==> config.mk <==
export PLATFORM = sky130hd
export DESIGN_NAME = pcie_tx_st_ready_latency_buf_flat
export DESIGN_NICKNAME = d
export VERILOG_FILES = /design/src/rtl/pcie_tx_st_ready_latency_buf_if.sv /design/src/rtl/pcie_tx_st_ready_latency_buf.sv /design/src/flat_wrapper.sv
export SDC_FILE = /design/constraint.sdc
export NUM_CORES = 1
export LEC_CHECK = 0
export ABC_AREA = 0
export ABC_CLOCK_PERIOD_IN_PS = 13500
export BUFFER_PORTS_ARGS = -buffer_cell sky130_fd_sc_hd__buf_2
export CAP_MARGIN = 20
export CORE_ASPECT_RATIO = 0.75
export CORE_MARGIN = 8
export CORE_UTILIZATION = 36
export CTS_CLUSTER_DIAMETER = 120
export DETAILED_ROUTE_END_ITERATION = 6
export GPL_TIMING_DRIVEN = 0
export PLACE_DENSITY_LB_ADDON = 0.15
export SLEW_MARGIN = 15
export SYNTH_ARGS = -nofsm -noshare
export SYNTH_HDL_FRONTEND = slang
export SYNTH_SLANG_ARGS = --single-unit
==> constraint.sdc <==
create_clock -name clk_in -period 13.5 [get_ports clk_in]
set_input_delay 0 -clock clk_in [delete_from_list [all_inputs] [get_ports clk_in]]
set_output_delay 0 -clock clk_in [all_outputs]
set_load 0.005 [all_outputs]
==> src/rtl/pcie_tx_st_ready_latency_buf_if.sv <==
// rtl/pcie_tx_st_ready_latency_buf_if.sv - application and core TX streaming handshake bundle
interface pcie_tx_st_ready_latency_buf_if #(
    parameter int DATA_W = 64
);
    logic              app_valid;
    logic              app_ready;
    logic [DATA_W-1:0] app_data;
    logic              app_sop;
    logic              app_eop;
    logic              app_err;

    logic              tx_st_ready0;
    logic              tx_st_valid0;
    logic [DATA_W-1:0] tx_st_data0;
    logic              tx_st_sop0;
    logic              tx_st_eop0;
    logic              tx_st_err0;

    // master: application + core side driving the buffer; slave: the buffer itself
    modport master (
        output app_valid, app_data, app_sop, app_eop, app_err, tx_st_ready0,
        input  app_ready, tx_st_valid0, tx_st_data0, tx_st_sop0, tx_st_eop0, tx_st_err0
    );

    modport slave (
        input  app_valid, app_data, app_sop, app_eop, app_err, tx_st_ready0,
        output app_ready, tx_st_valid0, tx_st_data0, tx_st_sop0, tx_st_eop0, tx_st_err0
    );
endinterface

==> src/rtl/pcie_tx_st_ready_latency_buf.sv <==
// rtl/pcie_tx_st_ready_latency_buf.sv - zero-latency to ready-latency TX staging FIFO with framing check
module pcie_tx_st_ready_latency_buf #(
    parameter int DATA_W        = 64,
    parameter int READY_LATENCY = 2,
    parameter int DEPTH         = 8
) (
    input  logic                     clk_in,
    input  logic                     srst,
    pcie_tx_st_ready_latency_buf_if.slave bus,
    output logic [$clog2(DEPTH):0]   fifo_count,
    output logic                     framing_err,
    output logic [15:0]              pkt_count
);
    localparam int AW = $clog2(DEPTH);
    localparam int CW = AW + 1;
    localparam int EW = DATA_W + 3;

    typedef enum logic {IDLE, IN_PKT} state_t;

    state_t                 state;
    logic [EW-1:0]          mem [DEPTH];
    logic [AW-1:0]          wr_ptr;
    logic [AW-1:0]          rd_ptr;
    logic [CW-1:0]          count;
    logic [READY_LATENCY-1:0] rdy_pipe;
    logic [READY_LATENCY:0]   rdy_shift;
    logic                   rdy_late;
    logic                   push;
    logic                   pop;
    logic                   viol;
    logic [EW-1:0]          head;

    assign bus.app_ready = (count != CW'(DEPTH));
    assign push          = bus.app_valid && bus.app_ready;
    assign rdy_late      = rdy_pipe[READY_LATENCY-1];
    assign pop           = rdy_late && (count != '0);
    assign rdy_shift     = {rdy_pipe, bus.tx_st_ready0};

    // A lost slot (rdy_late with empty FIFO) is simply not used; nothing is sent later for it.
    assign bus.tx_st_valid0 = pop;
    assign head             = mem[rd_ptr];
    assign {bus.tx_st_err0, bus.tx_st_sop0, bus.tx_st_eop0, bus.tx_st_data0} = head;

    assign viol       = push && ((state == IDLE) ? !bus.app_sop : bus.app_sop);
    assign fifo_count = count;

    always_ff @(posedge clk_in) begin
        if (push) begin
            mem[wr_ptr] <= {bus.app_err | viol, bus.app_sop, bus.app_eop, bus.app_data};
        end
    end

    always_ff @(posedge clk_in) begin
        if (srst) begin
            wr_ptr    <= '0;
            rd_ptr    <= '0;
            count     <= '0;
            rdy_pipe  <= '0;
            pkt_count <= '0;
        end else begin
            rdy_pipe <= rdy_shift[READY_LATENCY-1:0];
            if (push) begin
                wr_ptr <= wr_ptr + 1'b1;
            end
            if (pop) begin
                rd_ptr <= rd_ptr + 1'b1;
                if (head[DATA_W]) begin
                    pkt_count <= pkt_count + 16'd1;
                end
            end
            case ({push, pop})
                2'b10:   count <= count + 1'b1;
                2'b01:   count <= count - 1'b1;
                default: count <= count;
            endcase
        end
    end

    // Violating beats are still queued (with err forced); the state follows the beat's eop.
    always_ff @(posedge clk_in) begin
        if (srst) begin
            state       <= IDLE;
            framing_err <= 1'b0;
        end else if (push) begin
            if (viol) begin
                framing_err <= 1'b1;
            end
            case (state)
                IDLE:    state <= (bus.app_sop && !bus.app_eop) ? IN_PKT : IDLE;
                IN_PKT:  state <= bus.app_eop ? IDLE : IN_PKT;
                default: state <= IDLE;
            endcase
        end
    end
endmodule

==> src/flat_wrapper.sv <==
// flat-port wrapper written by rule: the top's interface ports become plain ports
module pcie_tx_st_ready_latency_buf_flat 
#(
    parameter int DATA_W        = 64,
    parameter int READY_LATENCY = 2,
    parameter int DEPTH         = 8
)
  (clk_in, srst, fifo_count, framing_err, pkt_count, bus_app_valid, bus_app_data, bus_app_sop, bus_app_eop, bus_app_err, bus_tx_st_ready0, bus_app_ready, bus_tx_st_valid0, bus_tx_st_data0, bus_tx_st_sop0, bus_tx_st_eop0, bus_tx_st_err0);
  pcie_tx_st_ready_latency_buf_if #(.DATA_W(DATA_W)) bus_i ();
  input  logic clk_in;
  input  logic srst;
  output logic [$clog2(DEPTH):0] fifo_count;
  output logic framing_err;
  output logic [15:0] pkt_count;
  input wire logic [$bits(bus_i.app_valid)-1:0] bus_app_valid;
  input wire logic [$bits(bus_i.app_data)-1:0] bus_app_data;
  input wire logic [$bits(bus_i.app_sop)-1:0] bus_app_sop;
  input wire logic [$bits(bus_i.app_eop)-1:0] bus_app_eop;
  input wire logic [$bits(bus_i.app_err)-1:0] bus_app_err;
  input wire logic [$bits(bus_i.tx_st_ready0)-1:0] bus_tx_st_ready0;
  output wire logic [$bits(bus_i.app_ready)-1:0] bus_app_ready;
  output wire logic [$bits(bus_i.tx_st_valid0)-1:0] bus_tx_st_valid0;
  output wire logic [$bits(bus_i.tx_st_data0)-1:0] bus_tx_st_data0;
  output wire logic [$bits(bus_i.tx_st_sop0)-1:0] bus_tx_st_sop0;
  output wire logic [$bits(bus_i.tx_st_eop0)-1:0] bus_tx_st_eop0;
  output wire logic [$bits(bus_i.tx_st_err0)-1:0] bus_tx_st_err0;
  assign bus_i.app_valid = bus_app_valid;
  assign bus_i.app_data = bus_app_data;
  assign bus_i.app_sop = bus_app_sop;
  assign bus_i.app_eop = bus_app_eop;
  assign bus_i.app_err = bus_app_err;
  assign bus_i.tx_st_ready0 = bus_tx_st_ready0;
  assign bus_app_ready = bus_i.app_ready;
  assign bus_tx_st_valid0 = bus_i.tx_st_valid0;
  assign bus_tx_st_data0 = bus_i.tx_st_data0;
  assign bus_tx_st_sop0 = bus_i.tx_st_sop0;
  assign bus_tx_st_eop0 = bus_i.tx_st_eop0;
  assign bus_tx_st_err0 = bus_i.tx_st_err0;
  pcie_tx_st_ready_latency_buf #(.DATA_W(DATA_W), .READY_LATENCY(READY_LATENCY), .DEPTH(DEPTH)) u_core (.clk_in(clk_in), .srst(srst), .bus(bus_i), .fifo_count(fifo_count), .framing_err(framing_err), .pkt_count(pkt_count));
endmodule
### Yosys cells after proc, flatten, opt, wreduce, memory -nomap -nowiden

Memories as Yosys holds them, arrays and structs flattened. A register that Yosys moved wholly into a read port is not among the register bits.
Index checks and enable logic that the tools add are counted.

| storage, ports and cells | value |
|---|---|
| logic and storage cells | 37 |
| output and inout port bits | 90 |
| bits of input ports | 71 |
| memories kept | 1 |
| bits in registers | 30 |
| memory bits (writable) | 536 |

Memories:

| name | words | bits a word | read ports | clocked after Yosys merged registers in | write ports | line | text |
|---|---|---|---|---|---|---|---|
| u_core.mem | 8 | 67 | 1 | 1 | 1 | pcie_tx_st_ready_latency_buf.sv:21 | `logic [EW-1:0] mem [DEPTH];` |

| cells by class | value |
|---|---|
| reduce and logical (&&, ||, !) cells | 10 |
| mux-type cells | 9 |
| bitwise operators | 2 |
| equality and inequality tests | 3 |
| add/sub/neg operators | 5 |

Operator list:

| kind | number |
|---|---|
| $add A16 B1 Y16 const B | 1 |
| $pmux W4 S2 | 1 |
| $add A3 B1 Y3 const B | 2 |
| $mux W3 | 2 |
| $mux W1 | 5 |
| $add A4 B1 Y4 const B | 1 |
| $logic_and A1 B1 Y1 | 4 |
| $ne A4 B4 Y1 const B | 1 |
| $reduce_and A2 Y1 | 2 |
| $reduce_bool A4 Y1 | 1 |
| $sub A4 B1 Y4 const B | 1 |
| $eq A2 B1 Y1 const B | 1 |
| $eq A2 B2 Y1 const B | 1 |
| $logic_not A1 Y1 | 2 |
| $pmux W1 S2 | 1 |
| $reduce_bool A2 Y1 | 1 |
| $not A1 Y1 | 1 |
| $or A1 B1 Y1 | 1 |

### Depth between registers and ports, before layout

| depth | value |
|---|---|
| word-level depth | 4 |
| gate-level depth with buffers | 12 |
| gate-level depth less buffers | 11 |

### Worst setup path before layout

Ideal clock, no wire load.

| timing | value |
|---|---|
| kind | flip-flop to flip-flop |
| start | register u_core.count[1], in the netlist u_core.fifo_count[1] |
| end | memory u_core.mem[0][0] (netlist name) (enable) |
| buffers on the path | 1 |
| cell stages (with the launch flop) | 6 |
| data required time | 12.843 ns |
| setup slack | 5.321 ns |
| library setup time | 0.657 ns |
| data arrival time | 7.522 ns |
| period minus slack after synthesis | 8.179 ns |
| cells stage by stage | dfxtp_1 buf_2 nor3_1 a21oi_1 inv_2 nor4_1 |

| on the way | value |
|---|---|
| cells in the longest elaborated chain, start to end | 4 |

Ends and longest elaborated chain:

| item | line | text |
|---|---|---|
| start: declaration | pcie_tx_st_ready_latency_buf.sv:24 | `logic [CW-1:0] count;` |
| start signal: assignment | pcie_tx_st_ready_latency_buf.sv:72 | `2'b10: count <= count + 1'b1;` |
| start signal: assignment | pcie_tx_st_ready_latency_buf.sv:73 | `2'b01: count <= count - 1'b1;` |
| start signal: assignment | pcie_tx_st_ready_latency_buf.sv:74 | `default: count <= count;` |
| $ne A4 B4 Y1 | pcie_tx_st_ready_latency_buf.sv:33 | `assign bus.app_ready = (count != CW'(DEPTH));` |
| $logic_and A1 B1 Y1 | pcie_tx_st_ready_latency_buf.sv:34 | `assign push = bus.app_valid && bus.app_ready;` |
| $mux W1 | pcie_tx_st_ready_latency_buf.sv:48 | `if (push) begin` |
| $mux W1 (not written as such) | pcie_tx_st_ready_latency_buf.sv:49 | `mem[wr_ptr] <= {bus.app_err \| viol, bus.app_sop, bus.app_eop, bus.app_data};` |
| end: declaration | pcie_tx_st_ready_latency_buf.sv:21 |  |

Every way passes these cells.

==> metrics.md <==
| Metric | Value |
|---|---|
| Power per cell area | 146 mW/mm² |
| First-pass iteration count of the detailed router | 4 |
| Register area | between 0.015 and 0.02 mm² |
| Most used DFF post-synth | edfxtp_1 |
| EDFF count, synth | around 540 |
| DP Wirelength | ~33000 µm |
| DP Cell Count | 2006 |
| Layout cells sized above 1 | 39.2% |
| Clock power frac | between 30% and 40% |
| Clock buffer depth | 3 |
| NetSw | roughly 850 µW |
| Startpoint Class | register |
| Max frequency | 0.289 GHz |
| Cell Area, Synth | 0.0217 mm² |
| Die width | 300 µm |
| Final Max Slew Viols | 0 |
| Grt ovf | 0 |
| FF-to-FF setup slack | ~10 ns |
| Initial antenna violation count | 5 |
| Average size of a mapped cell | 22.2 µm² |
| Clock slew at reported path FFs | 0.06 ns |
| Fin crit share | ~26% |
| CP most frequent cell | buf_2 |
| Hold crit path type | input pin to register |
| Sequential Power Share | 51.4% |
| Critical Path RT | 13.50 ns |
| Clk root buf | clkbuf_16 |
| Starting DRC count in detailed routing | 747 |
| Ports | between 150 and 200 |
| TritonCTS buffer count | 58 |
| Peak supply drop | ~0.094 mV |
| Cell Int Power | 3080 µW |
| Nets@finish | around 1400 |
| Leak | 0.00880 µW |
| Count of warnings emitted by yosys | 0 |
| CTS tree | built |
| Final Hold Viols | 0 |
| Post-Syn Nets | 1055 |
| Final cell count without fillers | 2186 |
| CTS Sinks | 569 |
| Post-synthesis async set-or-reset flop share | 0% |
| Fin Clk Skew | between 0.02 and 0.03 ns |
| Fill cell count | 5178 |
| Critical path class | register to output pin |
| P&R area growth vs syn | 23.7% |
| CP bufs+invs | 4 |
| Placer Congestion | 0.735 |
| Port bufs | 160 |
| Drc violations | 0 |
| Slowest Stage Delay on Critical Path | between 0.6 and 0.7 ns |
| Die Area | approximately 0.068 mm² |
| RSZ-0062 raised after global routing | no |
| Sw frac | a little over a fifth |
| Critical path endpoint category | output pin |
| Resize count post-CTS | 0 |
| Most frequent cells in the layout | edfxtp_1 (536), buf_2 (182), mux4_2 (132) |
| Slowest library cell on the worst path | clkbuf_1 |
| CP arrival | 3.46 ns |
| Yosys cell types | 42 |
| FF+latch count, synth | 569 |
| DR WL/cell | 22.5 µm |
| Cell family with most CP delay | buffers and inverters |
| Placeable Area | about 0.060 mm² |
| Vias in the first global route | ~11000 |
| Worst-path fanout max | 10 |
| Multi-input gate area in the final layout | 0.00476 mm² |
| H-tree depth | 2 |
| Largest net degree at the start of global routing | 21 |
| DR vias | 10671 |
| Antenna-violating nets left | 0 |
| Final Critical Period | 3.46 ns |
| Post-synthesis sequential area ratio | 77.2% |
| Outcome | completed |
| First-pass GRT wire length | about 75000 µm |
| Synth Instances | 979 |
| # rows | between 70 and 80 |
| Maxcap violations | 0 |
| GRT Total Usage | about 14% |
| Final Core Density | between 40 and 50% |
| DRT Wirelength | 49200 µm |
| Worst-skew pair later-pin latency | 0.60 ns |
| Post-detailed-route via-to-cell ratio | just under 5 |
| Normalized max-slew margin | 36.6% |
| Die height | 229 µm |
| Final Setup Violations | 0 |
| Commonest non-fill, non-tap cell in the layout | edfxtp_1 |
| Worst-margin pin slew | about 0.95 ns |
| Worst-path cell chain | buf_2 > clkbuf_1 > buf_2 > mux4_2 > mux2_2 > buf_2 |
| Comb power frac | between 8 and 9% |
| Initial Utilization | between 30% and 40% |
-- flip-flops by register name (all words and copies together) (netlist names), named ones only --
| name | flops |
|---|---|
| u_core.rd_ptr | 3 |
| u_core.fifo_count | 4 |
| u_core.mem | 536 |
| u_core.pkt_count | 16 |
| u_core.wr_ptr | 3 |
| u_core.rdy_pipe | 2 |
| u_core.state | 1 |
| u_core.framing_err | 1 |
-- path summary, 6_finish.rpt --
kind                                                        start                             to  cells past startpoint
worst max-delay path                                     register            bus_tx_st_data0[62]                      6
worst min-delay path                             bus_tx_st_ready0  u_core.rdy_pipe[0]$_SDFF_PP0_                      3
worst max register to register  u_core.fifo_count[1]$_SDFFE_PP0P_    u_core.mem[0][37]$_DFFE_PP_                     10
worst min register to register      u_core.rdy_pipe[0]$_SDFF_PP0_  u_core.rdy_pipe[1]$_SDFF_PP0_                      1
-- repair_timing --
| action | CTS | global route |
|---|---|---|
| setup buffers | 0 | 0 |
| hold buffers | 70 | 0 |
| endpoints found under the hold margin | 546 | 0 |
-- power by group through the flow --
stage / registers [µW] / clock network (µW) / logic (µW)
2_1_floorplan: 2060 / 0 / 176
3_3_place_gp: 2080 / 0 / 309
3_5_place_dp: 2060 / 0 / 335
4_1_cts: 2020 / 1620 / 355
5_1_grt: 2020 / 1680 / 378
6_report: 2020 / 1570 / 343
-- cells in the mapped netlist, drive strengths merged (5+ instances only) --
library cell	instances	area, µm²
o21ai	7	35.0
xor2	8	70.1
nand2	17	63.8
mux4	132	2970
edfxtp	536	16100
mux2i	5	50.1
nor2	24	90.1
mux2	69	777
clkbuf	25	93.8
dfxtp	33	661
a21oi	16	80.1
inv	7	26.3
nor2b	7	43.8
nand4	8	50.1
ha	5	62.6
nor3	8	40.0
or3	5	31.3
or4	5	37.5
buf	22	115
nand3	9	50.1
-- through the flow --
| step | worst slack, ns | cell area, µm² | power, µW | TNS, ns | hold WS (ns) |
|---|---|---|---|---|---|
| floorplan | 5.32 | 21700 | 2240 | 0 | 0.0966 |
| detailed placement | 10.15 | 24300 | 2390 | 0 | 0.220 |
| CTS | 9.92 | 26800 | 3990 | 0 | 0.104 |
| global placement | -2.77 | 23500 | 2390 | -184.78 | 0.215 |
| finish | 10.04 | 26900 | 3930 | 0 | 0.158 |
| global route | 9.81 | 26900 | 4080 | 0 | 0.185 |
-- worst min-delay path: stages --
cell           delay, ns
dlygate4sd3_1       0.52
buf_2               0.09
nor2b_1             0.10
-- cell families after synthesis --
family / synth area share, %
DFF: 77.2
and+or+nand+nor: 2.38
muxes: 17.5
xor gates and xnor gates: 0.484
adders and majority gates: 0.288
AOI/OAI and AO/OA: 1.05
buffers and inverters: 1.10
-- per-layer routing --
metal	up-vias	GRT usage [%]	share of wire [%]
met2	175	23.5	48
met4	4	3.31	1.8
met5	-	0	0.051
met3	71	2.84	4.0
met1	5595	19.8	46
li1	4826	-	-
-- cell type report --
cell class / count / share of cell area, %
Sequential cell: 569 / 62.4
Tap cell: 800 / 3.73
Timing Repair Buffer: 299 / 8.35
Clock inverter: 34 / 1.22
Inverter: 8 / 0.112
Multi-Input combinational cell: 355 / 17.7
Antenna cell: 3 / 0.0280
Clock buffer: 71 / 5.67
Buffer: 47 / 0.778
Note: power is estimated with default switching activity, not from simulation.
